--- src/rtl/nx_ctrl_fabric_pkg.sv ---
// ----------------------------------------------------------------------------
// nx_ctrl_fabric_pkg
// Shared types for the multi-instance control fabric.
//   fabric_state_t : outbound merge FSM state
//     ARB    - choosing the next response source round-robin
//     LOCKED - forwarding the rest of a multi-beat packet from one channel
// ----------------------------------------------------------------------------
package nx_ctrl_fabric_pkg;

  typedef enum logic {
    ARB    = 1'b0,
    LOCKED = 1'b1
  } fabric_state_t;

endpackage

--- src/rtl/nx_rr_arbiter.sv ---
// ----------------------------------------------------------------------------
// nx_rr_arbiter
// Round-robin selector. It picks the first set request at or above an
// internal rotating pointer, wrapping modulo N. The pointer moves to
// winner+1 when 'advance' is strobed.
// Ports:
//   clk, rst_n  : clock, asynchronous active-low reset (pointer -> 0)
//   req         : request vector
//   advance     : move the pointer past the current winner
//   win_idx     : winner index (0 when no request)
//   win_onehot  : winner as a one-hot vector (0 when no request)
//   win_valid   : at least one request is set
// ----------------------------------------------------------------------------
module nx_rr_arbiter #(
  parameter int N     = 4,
  parameter int IDX_W = $clog2(N)
) (
  input  logic             clk,
  input  logic             rst_n,
  input  logic [N-1:0]     req,
  input  logic             advance,
  output logic [IDX_W-1:0] win_idx,
  output logic [N-1:0]     win_onehot,
  output logic             win_valid
);

  logic [IDX_W-1:0] ptr_q;
  logic [IDX_W-1:0] cand;

  // Walk the requests starting at the pointer; the modulo keeps the wrap
  // correct for channel counts that are not a power of two.
  always_comb begin
    win_idx    = '0;
    win_onehot = '0;
    win_valid  = 1'b0;
    cand       = '0;
    for (int i = 0; i < N; i++) begin
      cand = IDX_W'((int'(ptr_q) + i) % N);
      if (!win_valid && req[cand]) begin
        win_valid        = 1'b1;
        win_idx          = cand;
        win_onehot[cand] = 1'b1;
      end
    end
  end

  // Pointer register: rotate just past whoever was served.
  always_ff @(posedge clk or negedge rst_n) begin
    if (!rst_n) begin
      ptr_q <= '0;
    end else if (advance) begin
      ptr_q <= (int'(win_idx) == N - 1) ? '0 : win_idx + IDX_W'(1);
    end
  end

endmodule

--- src/rtl/nx_ctrl_fabric.sv ---
// ----------------------------------------------------------------------------
// nx_ctrl_fabric
// Fans one host control stream out to CHANNELS instances (unicast by target
// or broadcast), merges their multi-beat response packets back to the host
// round-robin without interleaving, and aggregates per-instance status.
// Ports:
//   i_clk, i_rst                : clock, asynchronous active-low reset
//   i_ctrl_in_*/o_ctrl_in_ready : host request stream (data, target, bcast)
//   o_chan_in_*/i_chan_in_ready : per-channel request streams
//   i_chan_out_*/o_chan_out_ready : per-channel response streams
//   o_ctrl_out_*/i_ctrl_out_ready : merged host response stream
//   i_chan_active/idle/trigger  : per-instance status
//   o_status_active/idle/trigger: registered aggregate status
//   o_err_target                : pulse after a unicast to a missing channel
// ----------------------------------------------------------------------------
module nx_ctrl_fabric
  import nx_ctrl_fabric_pkg::*;
#(
  parameter int CHANNELS = 4,
  parameter int REQ_W    = 32,
  parameter int RSP_W    = 32,
  parameter int TGT_W    = $clog2(CHANNELS)
) (
  input  logic                      i_clk,
  input  logic                      i_rst,
  input  logic [REQ_W-1:0]          i_ctrl_in_data,
  input  logic [TGT_W-1:0]          i_ctrl_in_target,
  input  logic                      i_ctrl_in_bcast,
  input  logic                      i_ctrl_in_valid,
  output logic                      o_ctrl_in_ready,
  output logic [CHANNELS*REQ_W-1:0] o_chan_in_data,
  output logic [CHANNELS-1:0]       o_chan_in_valid,
  input  logic [CHANNELS-1:0]       i_chan_in_ready,
  input  logic [CHANNELS*RSP_W-1:0] i_chan_out_data,
  input  logic [CHANNELS-1:0]       i_chan_out_last,
  input  logic [CHANNELS-1:0]       i_chan_out_valid,
  output logic [CHANNELS-1:0]       o_chan_out_ready,
  output logic [RSP_W-1:0]          o_ctrl_out_data,
  output logic                      o_ctrl_out_last,
  output logic                      o_ctrl_out_valid,
  input  logic                      i_ctrl_out_ready,
  input  logic [CHANNELS-1:0]       i_chan_active,
  input  logic [CHANNELS-1:0]       i_chan_idle,
  input  logic [CHANNELS-1:0]       i_chan_trigger,
  output logic                      o_status_active,
  output logic                      o_status_idle,
  output logic                      o_status_trigger,
  output logic                      o_err_target
);

  // Inbound state
  logic [REQ_W-1:0]    req_q;
  logic [CHANNELS-1:0] pend_q, pend_d;
  logic                in_accept, tgt_bad;

  // Outbound state
  fabric_state_t       state_q, state_d;
  logic [TGT_W-1:0]    grant_q, grant_d;
  logic [CHANNELS-1:0] grant_oh, arb_req, win_oh;
  logic [TGT_W-1:0]    win_idx;
  logic                win_valid, free, out_xfer, beat_last;
  logic [RSP_W-1:0]    beat_data;
  logic [RSP_W-1:0]    rsp_beat [CHANNELS];

  // ---------------- Inbound fan-out ----------------

  // Ready whenever every still-pending channel takes its copy this cycle,
  // so a new request can follow the previous one back-to-back. The reset
  // term keeps the handshake outputs at 0 while the fabric is held in reset.
  assign o_ctrl_in_ready = i_rst & ~|(pend_q & ~i_chan_in_ready);
  assign in_accept       = i_ctrl_in_valid & o_ctrl_in_ready;
  assign tgt_bad         = !i_ctrl_in_bcast && (int'(i_ctrl_in_target) >= CHANNELS);
  assign o_chan_in_valid = pend_q;
  assign o_chan_in_data  = {CHANNELS{req_q}};

  // Next pending mask: drop bits that handed off, and let a fresh accept
  // overwrite the mask outright.
  always_comb begin
    pend_d = pend_q & ~i_chan_in_ready;
    if (in_accept) begin
      if (i_ctrl_in_bcast) begin
        pend_d = '1;
      end else if (tgt_bad) begin
        pend_d = '0;
      end else begin
        pend_d = CHANNELS'(1) << i_ctrl_in_target;
      end
    end
  end

  // Request hold, pending mask and the bad-target error pulse.
  always_ff @(posedge i_clk or negedge i_rst) begin
    if (!i_rst) begin
      req_q        <= '0;
      pend_q       <= '0;
      o_err_target <= 1'b0;
    end else begin
      pend_q       <= pend_d;
      o_err_target <= in_accept & tgt_bad;
      if (in_accept) begin
        req_q <= i_ctrl_in_data;
      end
    end
  end

  // ---------------- Outbound merge ----------------

  for (genvar g = 0; g < CHANNELS; g++) begin : g_unpack
    assign rsp_beat[g] = i_chan_out_data[g*RSP_W +: RSP_W];
  end

  assign free     = ~o_ctrl_out_valid | i_ctrl_out_ready;
  assign grant_oh = CHANNELS'(1) << grant_q;

  // While locked only the granted channel is offered to the arbiter, so the
  // arbiter's winner is always the channel actually being served and its
  // pointer advance lands on grant+1 at the end of the packet.
  assign arb_req = (state_q == LOCKED) ? (i_chan_out_valid & grant_oh) : i_chan_out_valid;

  nx_rr_arbiter #(
    .N     (CHANNELS),
    .IDX_W (TGT_W)
  ) u_arb (
    .clk        (i_clk),
    .rst_n      (i_rst),
    .req        (arb_req),
    .advance    (out_xfer & beat_last),
    .win_idx    (win_idx),
    .win_onehot (win_oh),
    .win_valid  (win_valid)
  );

  assign o_chan_out_ready = {CHANNELS{i_rst & free}} &
                            ((state_q == LOCKED) ? grant_oh : win_oh);
  assign out_xfer  = win_valid & free;
  assign beat_last = i_chan_out_last[win_idx];
  assign beat_data = rsp_beat[win_idx];

  // Lock onto a channel after a non-final beat; release on its last beat.
  always_comb begin
    state_d = state_q;
    grant_d = grant_q;
    case (state_q)
      ARB: begin
        if (out_xfer && !beat_last) begin
          state_d = LOCKED;
          grant_d = win_idx;
        end
      end
      LOCKED: begin
        if (out_xfer && beat_last) begin
          state_d = ARB;
        end
      end
      default: state_d = ARB;
    endcase
  end

  // FSM registers and the host-side output slice. The slice only moves
  // when it is free, which holds data stable under host backpressure.
  always_ff @(posedge i_clk or negedge i_rst) begin
    if (!i_rst) begin
      state_q          <= ARB;
      grant_q          <= '0;
      o_ctrl_out_data  <= '0;
      o_ctrl_out_last  <= 1'b0;
      o_ctrl_out_valid <= 1'b0;
    end else begin
      state_q <= state_d;
      grant_q <= grant_d;
      if (free) begin
        o_ctrl_out_valid <= out_xfer;
        if (out_xfer) begin
          o_ctrl_out_data <= beat_data;
          o_ctrl_out_last <= beat_last;
        end
      end
    end
  end

  // ---------------- Status aggregation ----------------

  // One-cycle registered reduction of the per-instance status bits.
  always_ff @(posedge i_clk or negedge i_rst) begin
    if (!i_rst) begin
      o_status_active  <= 1'b0;
      o_status_idle    <= 1'b0;
      o_status_trigger <= 1'b0;
    end else begin
      o_status_active  <= |i_chan_active;
      o_status_idle    <= &i_chan_idle;
      o_status_trigger <= |i_chan_trigger;
    end
  end

endmodule

--- config.mk ---
export PLATFORM = sky130hd
export DESIGN_NAME = nx_ctrl_fabric
export DESIGN_NICKNAME = d
export VERILOG_FILES = /design/src/rtl/nx_ctrl_fabric_pkg.sv /design/src/rtl/nx_rr_arbiter.sv /design/src/rtl/nx_ctrl_fabric.sv
export SDC_FILE = /design/constraint.sdc
export NUM_CORES = 1
export LEC_CHECK = 0
export ABC_AREA = 1
export CORE_MARGIN = 2
export CORE_UTILIZATION = 24
export CTS_CLUSTER_DIAMETER = 30
export DETAILED_ROUTE_END_ITERATION = 12
export MAX_ROUTING_LAYER = met4
export PLACE_DENSITY_LB_ADDON = 0.2
export SETUP_SLACK_MARGIN = 0.3
export SLEW_MARGIN = 20
export SYNTH_ARGS = -nofsm -noshare
export SYNTH_HDL_FRONTEND = slang
export SYNTH_SLANG_ARGS = --single-unit
--- constraint.sdc ---
create_clock -name i_clk -period 3.2 [get_ports i_clk]
set_input_delay 0.32 -clock i_clk [delete_from_list [all_inputs] [get_ports i_clk]]
set_output_delay 0.32 -clock i_clk [all_outputs]
set_load 0.02 [all_outputs]
* Word level (Yosys, flattened, before mapping)
Cells that the tools add are included.
** Storage, ports and cells
- Bits in latches :: 0
- Memories kept :: 0
- Flip-flop bits (word level) :: 78
- Memory bits (writable) :: 0
- Bits in read-only memories :: 0
- Word-level logic and storage cells :: 105
** Cells by class
- Shift-type cells :: 2
- Magnitude comparators :: 10
- Equality and inequality tests :: 1
- Mux-type cells :: 41
- Multipliers :: 0
- Divide/modulo/power cells :: 0
- Bitwise logic cells :: 16
- $add $sub $neg :: 4
- Reduce and logical (&&, ||, !) cells :: 20
** Operator list (number)
- binary-select mux 32 bit (select 2 bit) :: 1
- 2-to-1 mux 32 bit :: 2
- 2-to-1 mux 4 bit :: 8
- less-than comparator 2 x 3 -> 1 bit, second input constant :: 5
- 2-to-1 mux 1 bit :: 15
- bitwise AND 4 bit :: 3
- bitwise OR 4 bit :: 3
- OR reduction 4 bit :: 3
- binary-select mux 1 bit (select 2 bit) :: 5
- 2-to-1 mux 2 bit :: 5
- logical AND 1 bit :: 9
- demux 1 bit (select 2 bit) :: 4
- greater-or-equal comparator 2 x 1 -> 1 bit, second input constant :: 4
- << shifter 1 x 2 -> 4 bit, first input constant :: 2
- bitwise AND 1 bit :: 5
- logical NOT 1 bit :: 5
- adder 2 x 1 -> 2 bit, second input constant :: 2
- adder 2 bit, second input constant :: 2
- inverter 4 bit :: 1
- AND reduction 2 bit :: 2
- AND reduction 4 bit :: 1
- greater-or-equal comparator 3 bit, second input constant :: 1
- inverter 2 -> 3 bit :: 1
- equality test 2 x 1 -> 1 bit, second input constant :: 1
- 3 further kinds :: 4

* Depth between registers and ports, before layout
- Depth in word-level cells :: 21
- Mapped depth :: 19
- Mapped depth without buffers :: 17

* Hierarchy
A second synthesis with hierarchy kept.
** Unflattened totals
- Cells, all modules :: 813
- Area total of the unflattened synthesis :: 5645.4 sq um
** By module, submodules not included
- nx_ctrl_fabric :: sequential area each 1901.8 sq um, area an instance 5043.6 sq um, instances 1, cells each 722
- nx_rr_arbiter :: sequential area each 50.0 sq um, area an instance 601.8 sq um, instances 1, cells each 91

* Least setup slack after synthesis
Ideal clock, no wire load.
- Kind :: register -> output
- Start :: register u_arb.ptr_q[0]
- End :: output o_chan_out_ready[0]
- Path slack :: 0.806 ns
- Stages on the path, launching flop included :: 11
- Data arrival time :: 2.074 ns
- Data required time :: 2.880 ns
- Path through :: dfrtp_1 buf_4 inv_2 ha_1 inv_1 nand3_2 nand2_4 nand4_4 inv_2 nand2_1 a31oi_1
** On the way
- Word-level cells in the longest chain between the ends :: 14
** RTL lines
- start: declaration :: line nx_rr_arbiter.sv:27 : logic [IDX_W-1:0] ptr_q;
- start signal: assignment :: line nx_rr_arbiter.sv:52 : ptr_q <= (int'(win_idx) == N - 1) ? '0 : win_idx + IDX_W'(1);
- parallel branches: the longest is 11 deep, another holds less-than comparator 2 x 3 -> 1 bit
- 2-to-1 mux 4 bit * :: line nx_rr_arbiter.sv:39 : if (!win_valid && req[cand]) begin
- 2-to-1 mux 4 bit * :: line nx_ctrl_fabric.sv:134 : ((state_q == LOCKED) ? grant_oh : win_oh);
- bitwise AND 4 bit * :: line nx_ctrl_fabric.sv:133 : assign o_chan_out_ready = {CHANNELS{i_rst & free}} &
- end: declaration :: line nx_ctrl_fabric.sv:37 : output logic [CHANNELS-1:0] o_chan_out_ready,
Mark *: on every way between the ends. The select of a mux whose other input is x is not followed.

* Worst setup path in the final report
- Start :: register u_arb.ptr_q[1]
- End :: output o_chan_out_ready[2]
The elaborated chain is that of the path after synthesis.

==> summary.md <==
| Metric | Value |
|---|---|
| Depth of the CTS H-tree | `3` |
| Clk_lat worst skew | `340 ps` |
| Initial Utilization | `~24%` |
| Min Tclk post-route | `approximately 2800 ps` |
| Post-synth top flop | `dfrtp_1` |
| Clock sink total | `between 70 and 80` |
| Area grow syn2layout | `58.9%` |
| Peak supply drop | `around 0.00063 V` |
| Worst EP required | `between 2000 and 3000 ps` |
| I/O Pins | `between 300 and 400` |
| Unique cell type count in the Yosys netlist | `30` |
| Starting DRT DRC Count | `166` |
| Core outline area | `approximately 24000 sq um` |
| F_max | `roughly 360 MHz` |
| Final #Nets | `roughly 1300` |
| Post-synth EDFFs | `0` |
| Crit Path Category | `reg -> out` |
| GRT Total Usage | `16.1%` |
| DP Wirelength | `between 15000 and 20000 um` |
| Cell with the most instances after synthesis | `nand2_1` |
| Status | `completed` |
| Global-route wire length before repair | `31400 um` |
| Area share of the largest cell type after synthesis | `roughly 33%` |
| Slew @ Worst Pin | `~700 ps` |
| Routed vias/inst | `between 4 and 5` |
| Max-slew violations | `0` |
| Layout cell share with drive strength beyond 1 | `about 8.6%` |
| Hold-fix buffers at CTS | `0` |
| Drt first pass iters | `4` |
| Cts bufs inserted | `9` |
| DRC viols | `0` |
| Syn_nets | `between 1000 and 1500` |
| Worst-case clock buffer depth | `2` |
| Final Skew | `roughly 8.2 ps` |
| Fill count | `2577` |
| Crit path max fanout | `9` |
| Critical Path AT | `2440 ps` |
| Final Setup Violations | `0` |
| Die ar. | `between 20000 and 30000 sq um` |
| Max_cap viols | `0` |
| Crit end category | `output port` |
| Rows | `57` |
| Largest net degree at the start of global routing | `57` |
| Area of the mapped netlist | `about 6000 sq um` |
| Slew Limit Headroom | `52.8%` |
| Syn Area/Cell | `around 6.9 sq um` |
| Hold crit path type | `in -> async` |
| Port bufs | `between 300 and 400` |
| Cell taking the most area after synthesis | `dfrtp_1` |
| Synth top area cells | `dfrtp_1 33%, nand2_1 20%, buf_4 13%, inv_1 7.1%, mux2_2 6.1%` |
| Drt total wl | `~21000 um` |
| CTS tree | `built` |
| Post-synthesis sequential area ratio | `33.0%` |
| Post-synth top cells | `310 x nand2_1, 111 x inv_1, 105 x buf_4, 78 x dfrtp_1, 69 x nor2_1` |
| Power per cell area | `approximately 1100 nW/um^2` |
| CTS clk-pin slew, worst paths | `roughly 60 ps` |
| DR WL/cell | `~14 um` |
| GP Congestion | `between 0.8 and 0.9` |
| Leakage Power | `between 4 and 5 nW` |
| Grt total ovfl | `0` |
| Die X | `161 um` |
| #FFs+latches synth | `between 70 and 80` |
| Die height | `between 150 and 200 um` |
| Via count | `~6000` |
| Remaining antenna violation count | `0` |
| Vias in the first global route | `5560` |
| Fin crit share | `86.2%` |
| Final TNS setup | `0 ps` |
| Final-report hold violation count | `0` |
| Unrepaired setup endpoints after global routing | `no` |
| Type of origin of the critical path | `flip-flop` |
| WHS | `around 17 ps` |
| Async SR Flop Fraction | `100%` |
| Synth Warn # | `0` |
| Initial antenna violation count | `1` |
| Post-CTS Setup Inserts | `0` |
| Syn Inst Count | `851` |
| Clock root buffer master | `clkbuf_16` |
## worst paths after layout
check,from,to,slack [ps],depth (start not counted)
setup / recovery,u_arb.ptr_q[1]$_DFFE_PN0P_,o_chan_out_ready[2],440,10
hold / removal,i_rst,o_ctrl_out_data[11]$_DFFE_PN0P_,20,2
setup reg to reg,u_arb.ptr_q[1]$_DFFE_PN0P_,u_arb.ptr_q[1]$_DFFE_PN0P_,610,14
hold reg to reg,o_ctrl_out_data[26]$_DFFE_PN0P_,o_ctrl_out_data[26]$_DFFE_PN0P_,470,2
max in group asynchronous,i_rst,req_q[11]$_DFFE_PN0P_,2220,3
min in group i_clk,o_ctrl_out_data[26]$_DFFE_PN0P_,o_ctrl_out_data[26]$_DFFE_PN0P_,470,2
## flip-flops by register name (all words and copies together) (netlist names), 2 cells and up, named ones only
signal,count
grant_q,2
req_q,32
u_arb.ptr_q,2
o_ctrl_out_data,32
o_chan_in_valid,4
## layout by cell type (no fill, tap or decap), types with 2 or more instances in the layout
cell type        synthesis  layout
a21oi_1                  7       7
a221oi_1                 4       4
a31oi_1                  4       4
buf_12                   0       2
buf_4                  105      13
clkbuf_16                0       9
clkbuf_2                 0       3
clkdlybuf4s50_1          0     359
clkinv_2                 0       5
dfrtp_1                 78      78
ha_1                     8       8
inv_1                  111     111
inv_2                    5       5
mux2_2                  32      32
nand2_1                310     310
nand2_2                  9       8
nand2_4                  3       4
nand3_1                 51      51
nand3_2                  9       9
nand4_1                  5       5
nor2_1                  69      69
nor2_4                   2       2
o21ai_0                  4       4
o22ai_1                  2       2
or4_1                    2       2
## timing repair
action                     4_1_cts  5_1_grt
setup endpoints to repair        4        3
cloned                           0        0
gates resized for setup          4        9
hold endpoints to repair         0        0
## area by class of cell
class	instances	area [sq um]	area share (%)
timing repair buffer	378	3750	40.0
multi-input combinational	527	2570	27.4
sequential	78	1950	20.8
inverter	116	435	4.64
tap	324	405	4.32
clock buffer	9	225	2.40
clock inverter	7	41.3	0.440
antenna	1	2.50	0.0267
## critical path: stages, from the launching register on
cell and delay, ps:
dfrtp_1 390, inv_2 150, ha_1 310, inv_1 150
nand3_2 110, nand2_4 150, nand4_4 170, inv_2 130
nand2_1 60, a31oi_1 150, dlygate4sd2_1 340
## logic make-up after synthesis
family / share of synthesized area (%)
flip-flops: 33.0
AO/OA/AOI/OAI: 2.39
multiplexers: 6.10
adder cells (fa/ha/maj): 1.69
other: 0.0635
AND/OR/NAND/NOR: 33.2
buffers and inverters: 23.5
## where the power goes
part / total (mW) / internal, mW / switching (mW)
clock network: 0.945 / 0.520 / 0.425
registers: 1.76 / 1.41 / 0.354
logic: 7.72 / 3.04 / 4.68
## stage by stage
stage	instances	worst slack, ps	power [mW]	util (%)	cell area (sq um)
floorplan	851	806	7.36	-	5910
global placement	1423	556	9.63	37.7	9130
detailed placement	1423	492	9.69	37.7	9130
CTS	1439	398	10.7	38.7	9400
global route	1440	307	11.5	38.7	9390
finish	1440	441	10.4	38.7	9390
## routing by layer
metal  wire length (um)  vias up  track usage, %
met5                  0        -               -
met4                206        0            4.22
met3               1940       10            5.32
met2              10100      264            27.0
met1               8420     2612            18.6
li1                   -     2996               -
No activity file was read; power rests on OpenSTA's default activity.
